### src/rtl/uart_echo_pkg.sv
`default_nettype none
// +--------------------------------------------------------------------+
// | uart_echo_pkg : shared state encodings and framing constants       |
// | Revision      : 1.0                                                |
// +--------------------------------------------------------------------+
package uart_echo_pkg;

  localparam int   DATA_BITS = 8;
  localparam logic START_BIT = 1'b0;
  localparam logic STOP_BIT  = 1'b1;

  // RX and TX share the package scope, so literals carry an RX_/TX_ prefix.
  typedef enum logic [2:0] {
    RX_IDLE      = 3'd0,
    RX_START     = 3'd1,
    RX_DATA      = 3'd2,
    RX_STOP      = 3'd3,
    RX_WAIT_IDLE = 3'd4
  } rx_state_t;

  typedef enum logic [1:0] {
    TX_IDLE  = 2'd0,
    TX_START = 2'd1,
    TX_DATA  = 2'd2,
    TX_STOP  = 2'd3
  } tx_state_t;

endpackage
`default_nettype wire

### src/rtl/uart_baud_tick.sv
`default_nettype none
// +--------------------------------------------------------------------+
// | uart_baud_tick : one-clk enable every CLK_DIV cycles (oversample)  |
// | Revision       : 1.0                                               |
// +--------------------------------------------------------------------+
module uart_baud_tick #(
  parameter int CLK_DIV = 54
) (
  input  logic clk,
  input  logic reset_n,
  output logic tick
);

  localparam int            CNT_W    = (CLK_DIV > 1) ? $clog2(CLK_DIV) : 1;
  localparam logic [CNT_W-1:0] CNT_LAST = CNT_W'(CLK_DIV - 1);

  logic [CNT_W-1:0] cnt;

  always_ff @(posedge clk or negedge reset_n) begin
    if (!reset_n) begin
      cnt <= '0;
    end else if (cnt == CNT_LAST) begin
      cnt <= '0;
    end else begin
      cnt <= cnt + 1'b1;
    end
  end

  assign tick = (cnt == CNT_LAST);

endmodule
`default_nettype wire

### src/rtl/uart_echo.sv
`default_nettype none
// +--------------------------------------------------------------------+
// | uart_echo : 8N1 UART receiver looped back into a transmitter       |
// | Option    : UART_RX_SYNC_EN adds a 2-flop synchronizer on RsRx     |
// | Revision  : 1.0                                                    |
// +--------------------------------------------------------------------+
module uart_echo
  import uart_echo_pkg::*;
#(
  parameter int CLK_DIV  = 54,
  parameter int OVERSAMP = 16
) (
  input  logic clk,
  input  logic reset_n,
  input  logic RsRx,
  output logic RsTx,
  output logic frame_err
);

  localparam int               CNT_W    = $clog2(OVERSAMP);
  localparam logic [CNT_W-1:0] CNT_MID  = CNT_W'(OVERSAMP / 2 - 1);
  localparam logic [CNT_W-1:0] CNT_LAST = CNT_W'(OVERSAMP - 1);
  localparam int               BIT_W    = $clog2(DATA_BITS);
  localparam logic [BIT_W-1:0] BIT_LAST = BIT_W'(DATA_BITS - 1);

  logic tick;

  uart_baud_tick #(.CLK_DIV(CLK_DIV)) u_baud (
    .clk     (clk),
    .reset_n (reset_n),
    .tick    (tick)
  );

  logic rx_in;
`ifdef UART_RX_SYNC_EN
  logic rx_meta;
  always_ff @(posedge clk or negedge reset_n) begin
    if (!reset_n) begin
      rx_meta <= 1'b1;
      rx_in   <= 1'b1;
    end else begin
      rx_meta <= RsRx;
      rx_in   <= rx_meta;
    end
  end
`else
  always_ff @(posedge clk or negedge reset_n) begin
    if (!reset_n) rx_in <= 1'b1;
    else          rx_in <= RsRx;
  end
`endif

  rx_state_t            rx_state, rx_state_nxt;
  logic [CNT_W-1:0]     rx_cnt, rx_cnt_nxt;
  logic [BIT_W-1:0]     rx_bit, rx_bit_nxt;
  logic [DATA_BITS-1:0] rx_shift, rx_shift_nxt;
  logic                 rx_done, rx_bad;

  // Count restarts at mid-start, so every later 16-tick boundary is mid-bit.
  always_comb begin
    rx_state_nxt = rx_state;
    rx_cnt_nxt   = rx_cnt;
    rx_bit_nxt   = rx_bit;
    rx_shift_nxt = rx_shift;
    rx_done      = 1'b0;
    rx_bad       = 1'b0;
    if (tick) begin
      rx_cnt_nxt = rx_cnt + 1'b1;
      case (rx_state)
        RX_IDLE: begin
          rx_cnt_nxt = '0;
          if (rx_in == START_BIT) rx_state_nxt = RX_START;
        end
        RX_START: begin
          if (rx_cnt == CNT_MID) begin
            rx_cnt_nxt   = '0;
            rx_bit_nxt   = '0;
            rx_state_nxt = (rx_in == START_BIT) ? RX_DATA : RX_IDLE;
          end
        end
        RX_DATA: begin
          if (rx_cnt == CNT_LAST) begin
            rx_cnt_nxt   = '0;
            rx_shift_nxt = {rx_in, rx_shift[DATA_BITS-1:1]};
            if (rx_bit == BIT_LAST) rx_state_nxt = RX_STOP;
            else                    rx_bit_nxt   = rx_bit + 1'b1;
          end
        end
        RX_STOP: begin
          if (rx_cnt == CNT_LAST) begin
            rx_cnt_nxt = '0;
            if (rx_in == STOP_BIT) begin
              rx_done      = 1'b1;
              rx_state_nxt = RX_IDLE;
            end else begin
              rx_bad       = 1'b1;
              rx_state_nxt = RX_WAIT_IDLE;
            end
          end
        end
        RX_WAIT_IDLE: begin
          rx_cnt_nxt = '0;
          if (rx_in == STOP_BIT) rx_state_nxt = RX_IDLE;
        end
        default: rx_state_nxt = RX_IDLE;
      endcase
    end
  end

  always_ff @(posedge clk or negedge reset_n) begin
    if (!reset_n) begin
      rx_state <= RX_IDLE;
      rx_cnt   <= '0;
      rx_bit   <= '0;
      rx_shift <= '0;
    end else begin
      rx_state <= rx_state_nxt;
      rx_cnt   <= rx_cnt_nxt;
      rx_bit   <= rx_bit_nxt;
      rx_shift <= rx_shift_nxt;
    end
  end

  tx_state_t            tx_state, tx_state_nxt;
  logic                 valid, ready, xfer;
  logic [DATA_BITS-1:0] data;

  assign ready = (tx_state == TX_IDLE);
  assign xfer  = valid & ready;

  // A byte completing while valid is still set overwrites the pending one.
  always_ff @(posedge clk or negedge reset_n) begin
    if (!reset_n) begin
      valid     <= 1'b0;
      data      <= '0;
      frame_err <= 1'b0;
    end else begin
      frame_err <= rx_bad;
      if (rx_done) begin
        data  <= rx_shift_nxt;
        valid <= 1'b1;
      end else if (xfer) begin
        valid <= 1'b0;
      end
    end
  end

  logic [CNT_W-1:0]     tx_cnt, tx_cnt_nxt;
  logic [BIT_W-1:0]     tx_bit, tx_bit_nxt;
  logic [DATA_BITS-1:0] tx_shift, tx_shift_nxt;
  logic                 tx_armed, tx_armed_nxt;
  logic                 tx_out_nxt;

  // tx_armed marks that the start bit is on the line; before that, START waits for a tick.
  always_comb begin
    tx_state_nxt = tx_state;
    tx_cnt_nxt   = tx_cnt;
    tx_bit_nxt   = tx_bit;
    tx_shift_nxt = tx_shift;
    tx_armed_nxt = tx_armed;
    tx_out_nxt   = RsTx;
    case (tx_state)
      TX_IDLE: begin
        tx_out_nxt = STOP_BIT;
        if (xfer) begin
          tx_state_nxt = TX_START;
          tx_shift_nxt = data;
          tx_armed_nxt = 1'b0;
        end
      end
      TX_START: begin
        if (tick) begin
          if (!tx_armed) begin
            tx_armed_nxt = 1'b1;
            tx_cnt_nxt   = '0;
            tx_out_nxt   = START_BIT;
          end else if (tx_cnt == CNT_LAST) begin
            tx_cnt_nxt   = '0;
            tx_bit_nxt   = '0;
            tx_out_nxt   = tx_shift[0];
            tx_state_nxt = TX_DATA;
          end else begin
            tx_cnt_nxt = tx_cnt + 1'b1;
          end
        end
      end
      TX_DATA: begin
        if (tick) begin
          if (tx_cnt == CNT_LAST) begin
            tx_cnt_nxt = '0;
            if (tx_bit == BIT_LAST) begin
              tx_out_nxt   = STOP_BIT;
              tx_state_nxt = TX_STOP;
            end else begin
              tx_bit_nxt   = tx_bit + 1'b1;
              tx_shift_nxt = tx_shift >> 1;
              tx_out_nxt   = tx_shift[1];
            end
          end else begin
            tx_cnt_nxt = tx_cnt + 1'b1;
          end
        end
      end
      TX_STOP: begin
        if (tick) begin
          if (tx_cnt == CNT_LAST) begin
            tx_cnt_nxt   = '0;
            tx_armed_nxt = 1'b0;
            tx_state_nxt = TX_IDLE;
          end else begin
            tx_cnt_nxt = tx_cnt + 1'b1;
          end
        end
      end
      default: tx_state_nxt = TX_IDLE;
    endcase
  end

  always_ff @(posedge clk or negedge reset_n) begin
    if (!reset_n) begin
      tx_state <= TX_IDLE;
      tx_cnt   <= '0;
      tx_bit   <= '0;
      tx_shift <= '0;
      tx_armed <= 1'b0;
      RsTx     <= 1'b1;
    end else begin
      tx_state <= tx_state_nxt;
      tx_cnt   <= tx_cnt_nxt;
      tx_bit   <= tx_bit_nxt;
      tx_shift <= tx_shift_nxt;
      tx_armed <= tx_armed_nxt;
      RsTx     <= tx_out_nxt;
    end
  end

endmodule
`default_nettype wire

### config.mk
export PLATFORM = sky130hd
export DESIGN_NAME = uart_echo
export DESIGN_NICKNAME = d
export VERILOG_FILES = /design/src/rtl/uart_echo_pkg.sv /design/src/rtl/uart_baud_tick.sv /design/src/rtl/uart_echo.sv
export SDC_FILE = /design/constraint.sdc
export NUM_CORES = 1
export LEC_CHECK = 0
export ABC_CLOCK_PERIOD_IN_PS = 2300
export BUFFER_PORTS_ARGS = -buffer_cell sky130_fd_sc_hd__buf_2
export CORE_ASPECT_RATIO = 1.1
export CORE_UTILIZATION = 55
export CTS_CLUSTER_DIAMETER = 200
export DETAILED_ROUTE_END_ITERATION = 10
export GPL_ROUTABILITY_DRIVEN = 0
export PLACE_DENSITY = 0.74
export SKIP_LAST_GASP = 1
export SYNTH_ARGS = -nofsm -noshare
export SYNTH_HDL_FRONTEND = slang
export SYNTH_HIERARCHICAL = 1
export SYNTH_SLANG_ARGS = --single-unit
### constraint.sdc
create_clock -name clk -period 2.3 [get_ports clk]
set_input_delay 0.115 -clock clk [delete_from_list [all_inputs] [get_ports clk]]
set_output_delay 0.115 -clock clk [all_outputs]
set_load 0.01 [all_outputs]
# After elaboration in Yosys (flattened, before gate mapping)
# Cells that the tools add are included.
[totals]
register_bits = 54
latch_bits = 0
ram_bits = 0
mem_bits_ro = 0
in_bits = 3
elab_cells = 141
memories = 0
[classes]
n_addsub = 5
mul = 0
n_div = 0
order_cmp = 0
eq_ne = 32
shift = 0
n_mux = 68
bitwise_logic = 1
reduce_logical = 20
[op_table]
columns = ["operator", "n"]
rows = [
  ["$mux 8", 7],
  ["$mux 3", 16],
  ["$ne 2x2->1 const B", 16],
  ["$mux 4", 6],
  ["$mux 2", 10],
  ["$reduce_and 5->1", 4],
  ["$mux 1", 19],
  ["$pmux 8 s2", 1],
  ["$pmux 3 s5", 1],
  ["$reduce_and 7->1", 2],
  ["$pmux 3 s2", 2],
  ["$pmux 4 s3", 1],
  ["$reduce_bool 2->1", 5],
  ["$eq 3x3->1 const B", 3],
  ["$reduce_and 9->1", 1],
  ["$add 4x1->4 const B", 2],
  ["$eq 4x4->1 const B", 2],
  ["$pmux 2 s4", 1],
  ["$pmux 4 s2", 1],
  ["$add 3x1->3 const B", 2],
  ["$add 6x1->6 const B", 1],
  ["$eq 3x2->1 const B", 2],
  ["$eq 6x6->1 const B", 1],
  ["$mux 6", 1],
  ["other kinds (13)", 19],
]

# Depth between registers and ports, before layout
[depth]
ltp_word = 5
ltp_mapped = 10
ltp_nobuf = 8

# Hierarchy
# Netlist, hierarchy kept.
[modules_own_cells]
columns = ["mod", "n_inst", "cells_per_inst", "area_each_um2", "seq_area_each_um2"]
rows = [
  ["uart_echo", 1, 255, 2489.9, 1203.7],
  ["uart_baud_tick", 1, 28, 279.0, 150.1],
]

# Worst setup path after synthesis
# No wires, ideal clock.
[synth_timing]
kind = "reg-to-reg"
start = "register u_baud.cnt[1]"
end = "register tx_shift[5]"
setup_time_ps = 73
arrival_time_ps = 2196
required_time_ps = 2227
path_slack_ps = 31
stages_incl_launch_ff = 11
n_path_buf = 2
synth_period_minus_slack_ps = 2269
path_cell_list = "dfrtp_1 > inv_1 > ha_1 > nand2_1 > nor3_1 > buf_4 > nand4_4 > a2111oi_4 > buf_6 > nor2_1 > a21oi_2"
[synth_between]
elab_chain_cells = 3
[synth_rtl]
columns = ["element", "line", "source"]
rows = [
  ["start, declared", "uart_baud_tick.sv:17", "logic [CNT_W-1:0] cnt;"],
  ["start signal, assigned", "uart_baud_tick.sv:25", "cnt <= cnt + 1'b1;"],
  ["$eq 6x6->1", "uart_baud_tick.sv:29", "assign tick = (cnt == CNT_LAST);"],
  ["named net tick", "uart_echo.sv:26", "logic tick;"],
  ["$ne 2x2->1 (no source line)", "-", ""],
  ["$reduce_and 5->1 (no source line)", "-", ""],
  ["end signal, assigned", "uart_echo.sv:231", "tx_shift <= tx_shift_nxt;"],
  ["end, declared", "uart_echo.sv:150", "logic [DATA_BITS-1:0] tx_shift, tx_shift_nxt;"],
]
# The timed path passes the listed nets, and every way through them passes these cells.
# A chain may end at the register's enable or synchronous reset.

# Final worst setup path
[layout_timing]
start = "register u_baud.cnt[1]"
end = "register rx_bit[2]"
[layout_between]
elab_chain_cells = 2
[layout_rtl]
columns = ["element", "line", "source"]
rows = [
  ["$eq 6x6->1", "uart_baud_tick.sv:29", ""],
  ["named net tick", "uart_echo.sv:26", ""],
  ["$reduce_and 5->1 (no source line)", "-", ""],
  ["end signal, assigned", "uart_echo.sv:119", "rx_bit <= rx_bit_nxt;"],
  ["end, declared", "uart_echo.sv:55", "logic [BIT_W-1:0] rx_bit, rx_bit_nxt;"],
]
# The timed path passes the listed nets, and every way through them passes these cells.

==> qor.txt <==
Outcome -> finished, final reports clean
R2r endpoint -> rx_bit[2]
Max-Cap Viols -> 0
Setup-failing EPs final -> 0
Final nets -> 315
Critical path required time -> 2540 ps
Root Driver -> clkbuf_8
Post-Route WL -> 4620 µm
Die area -> 5320 µm²
Post-synth ARST share -> 1.00
Buf/Inv on CP -> 2
Fillers -> 387
Max_slew headroom -> 0.629
R2r setup slk -> 230 ps
Die Height -> 76.4 µm
Vias per Instance -> 5.60
Drt wl/cell -> 13.1 µm
I/O pin total -> 5
Setup TNS Final -> 0 ps
Worst Tran Pin Value -> 556 ps
GRT met2 Usage -> 0.313
Initial Utilization -> 0.583
Crit path DAT -> 2310 ps
Floorplan row count -> 26
Syn Std Cell Area -> 2770 µm²
Syn_area_per_cell -> 9.78 µm²
Number of synthesized flops with an enable pin -> 0
CTS buffer count -> 5
Crit Path Max Fanout -> 15
Layout area overhead -> 8.81%
Vias in the first global route -> 1,892
CP top delay family -> simple AND/OR/NAND/NOR gates
Clock Tree Buf Depth -> 2
Final min period -> 2070 ps
Fin Clk Skew -> 8.65 ps
CTS tree -> yes
VDD IR max -> 352 µV
Total track usage -> 0.193
RSZ-0062 raised after global routing -> no
CP max-delay cell -> or4_1
Post-CTS setup buffer count -> 0
Fin util -> 0.634
Cells after synthesis -> 283
Sequential share of the synthesized area -> 0.489
Yosys warnings -> 6
Synthesized net count -> 302
Total number of vias -> 1,976
N_diodes -> 0
Iteration-0 DRC Markers -> 54
First-pass GRT wire length -> 8390 µm
# H-tree levels -> 2
Met1 Use GR -> 0.259
Leading area contributor after synthesis -> dfrtp_1
Worst path max stage delay -> 460 ps
Crit share post-route -> 0.901
CP Launch Type -> register
Synth Flop Type -> dfrtp_1
Pins Over Slew Limit -> 0
GR met3 Demand/Resource -> 0.0397
Post-Layout Inst Area -> 3010 µm²
R2R Path Start -> u_baud/cnt[1]
Clk sinks -> 54
Setup CP Type -> register to register
Remaining Overflow, GRT -> 0
PD cells -> 509 nW/µm²
Grt peak-use layer -> met2
Crit-path cells -> inv_1 > ha_1 > nand2_1 > nor3_2 > buf_12 > nand4_1 > or4_1 > o41ai_2 > mux2i_1
Placed Area -> 2900 µm²
Share of post-route cells with drive strength above 1 -> 0.114
Hold Crit Class -> input port to asynchronous set/reset pin
Post-route ant nets -> 0
Leakage -> 1.42 nW
CTS clk-pin slew, worst paths -> 110 ps
Final Hold Fails -> 0
Synth top area share -> 0.470
Clk_lat worst skew -> 310 ps
FF-to-FF path depth -> 9
Max Fclk -> 0.482 GHz
Initial antenna violation count -> 0
#FFs+latches synth -> 54
HPWL after DPL -> 3280 µm
Core Area -> 4750 µm²
First-pass DRT Iterations -> 4
Crit path capture type -> register
Chip width -> 69.7 µm
Area contributors post-synth -> dfrtp_1 47%, ha_1 7.2%, nand2_1 5.8%, mux2i_1 4.7%, nor2_1 4.6%
Post-synth cell types -> 45
Largest net degree at the start of global routing -> 32
Port bufs -> 4
DR DRC count -> 0
[flip-flops by register name, indices dropped and copies added (netlist names)]
register / count
RsTx: 1
data: 8
frame_err: 1
rx_bit: 3
rx_cnt: 4
rx_in: 1
rx_shift: 8
rx_state: 3
tx_armed: 1
tx_bit: 3
tx_cnt: 4
tx_shift: 8
tx_state: 2
u_baud/cnt: 6
valid: 1
[cell type report]
class	count	area (µm²)	area share
multi-input cells	207	1330	0.440
flip-flops and latches	54	1350	0.449
repair buffers	15	120	0.0399
inverters	13	48.8	0.0162
well taps	56	70.1	0.0233
clock buffers	5	68.8	0.0228
clock inverters	3	26.3	0.00872
[worst max path at each step]
stage | slack [ps] | from | cells after the start | to
floorplan | 30 | u_baud/cnt[1] | 10 | tx_shift[5]
global placement | 330 | u_baud/cnt[1] | 9 | rx_bit[2]
detailed placement | 230 | u_baud/cnt[1] | 9 | rx_bit[2]
CTS | 220 | u_baud/cnt[1] | 9 | rx_bit[2]
global route | 70 | u_baud/cnt[1] | 9 | rx_bit[2]
finish | 230 | u_baud/cnt[1] | 9 | rx_bit[2]
[synth_stat cells, types with 2 or more instances]
| master | n |
|---|---|
| nor2_1 | 34 |
| dfrtp_1 | 52 |
| nand3b_1 | 2 |
| and3b_1 | 2 |
| a21oi_1 | 19 |
| nor3b_1 | 3 |
| nor4_1 | 2 |
| nor2b_1 | 3 |
| nor3_1 | 7 |
| ha_1 | 16 |
| nand2b_1 | 4 |
| nand2_1 | 43 |
| mux2_2 | 4 |
| o31ai_1 | 3 |
| nand4_1 | 3 |
| a21o_1 | 2 |
| mux2i_1 | 13 |
| clkbuf_1 | 5 |
| o2bb2ai_1 | 3 |
| o21ai_0 | 12 |
| a21oi_2 | 2 |
| inv_1 | 13 |
| o211ai_1 | 3 |
| a31oi_1 | 2 |
| nand3_1 | 9 |
| dfstp_2 | 2 |
| xor2_1 | 2 |
[cells in the final DEF, fill, tap and decap left out, types with 2 or more instances in the layout]
cell / instances
nand3_1: 9
o21ai_0: 12
o211ai_1: 3
nor3_2: 2
a21oi_2: 2
buf_4: 8
nand3b_1: 2
nor2b_1: 3
and3b_1: 2
nand2b_1: 4
ha_1: 16
o31ai_1: 3
dfrtp_1: 52
mux2_2: 4
nand2_1: 43
inv_6: 2
nor3b_1: 3
inv_1: 13
nor3_1: 6
a21oi_1: 19
xor2_1: 2
nor2_1: 34
clkbuf_8: 5
a21o_1: 2
dlygate4sd3_1: 2
dfstp_2: 2
nor4_1: 2
mux2i_1: 13
a31oi_1: 2
nand4_1: 3
buf_2: 4
o2bb2ai_1: 3
[cells by family after synthesis]
logic type / Yosys count / share of synthesized area
mux: 17 / 0.0633
simple gates: 119 / 0.206
buf+inv: 22 / 0.0343
compound gates: 52 / 0.126
fa+ha+maj: 16 / 0.0723
flops: 54 / 0.489
xor+xnor: 3 / 0.00949
[metal layers]
| metal | share of wire | wire, µm | up-vias |
|---|---|---|---|
| met1 | 0.50 | 2320 | 941 |
| li1 | - | - | 1007 |
| met5 | 0 | 0 | - |
| met4 | 0.014 | 67 | 0 |
| met2 | 0.46 | 2130 | 23 |
| met3 | 0.023 | 105 | 5 |
[worst min-delay path, stage by stage]
cell           delay, ps
dlygate4sd3_1        520
buf_2                110
buf_4                280
[power by group]
group | switching [mW] | internal (mW)
clock network | 0.330 | 0.225
registers | 0.00144 | 0.950
logic | 0.0193 | 0.00675
[timing repair]
item / 4_1_cts / 5_1_grt
resized for setup: 0 / 0
hold buffers: 2 / 0
endpoints found under the setup margin: 0 / 0
endpoints found under the hold margin: 53 / 0
[per-stage QoR]
step	hold WS, ps	std cells	worst slack, ps	total power, mW
after global placement	123	343	328	0.995
after global routing	341	353	72.5	1.59
final	310	353	227	1.53
after detailed placement	131	343	233	0.996
after floorplan	-181	283	30.8	0.972
after CTS	319	353	215	1.56
Power figures use the tool's default switching activity.
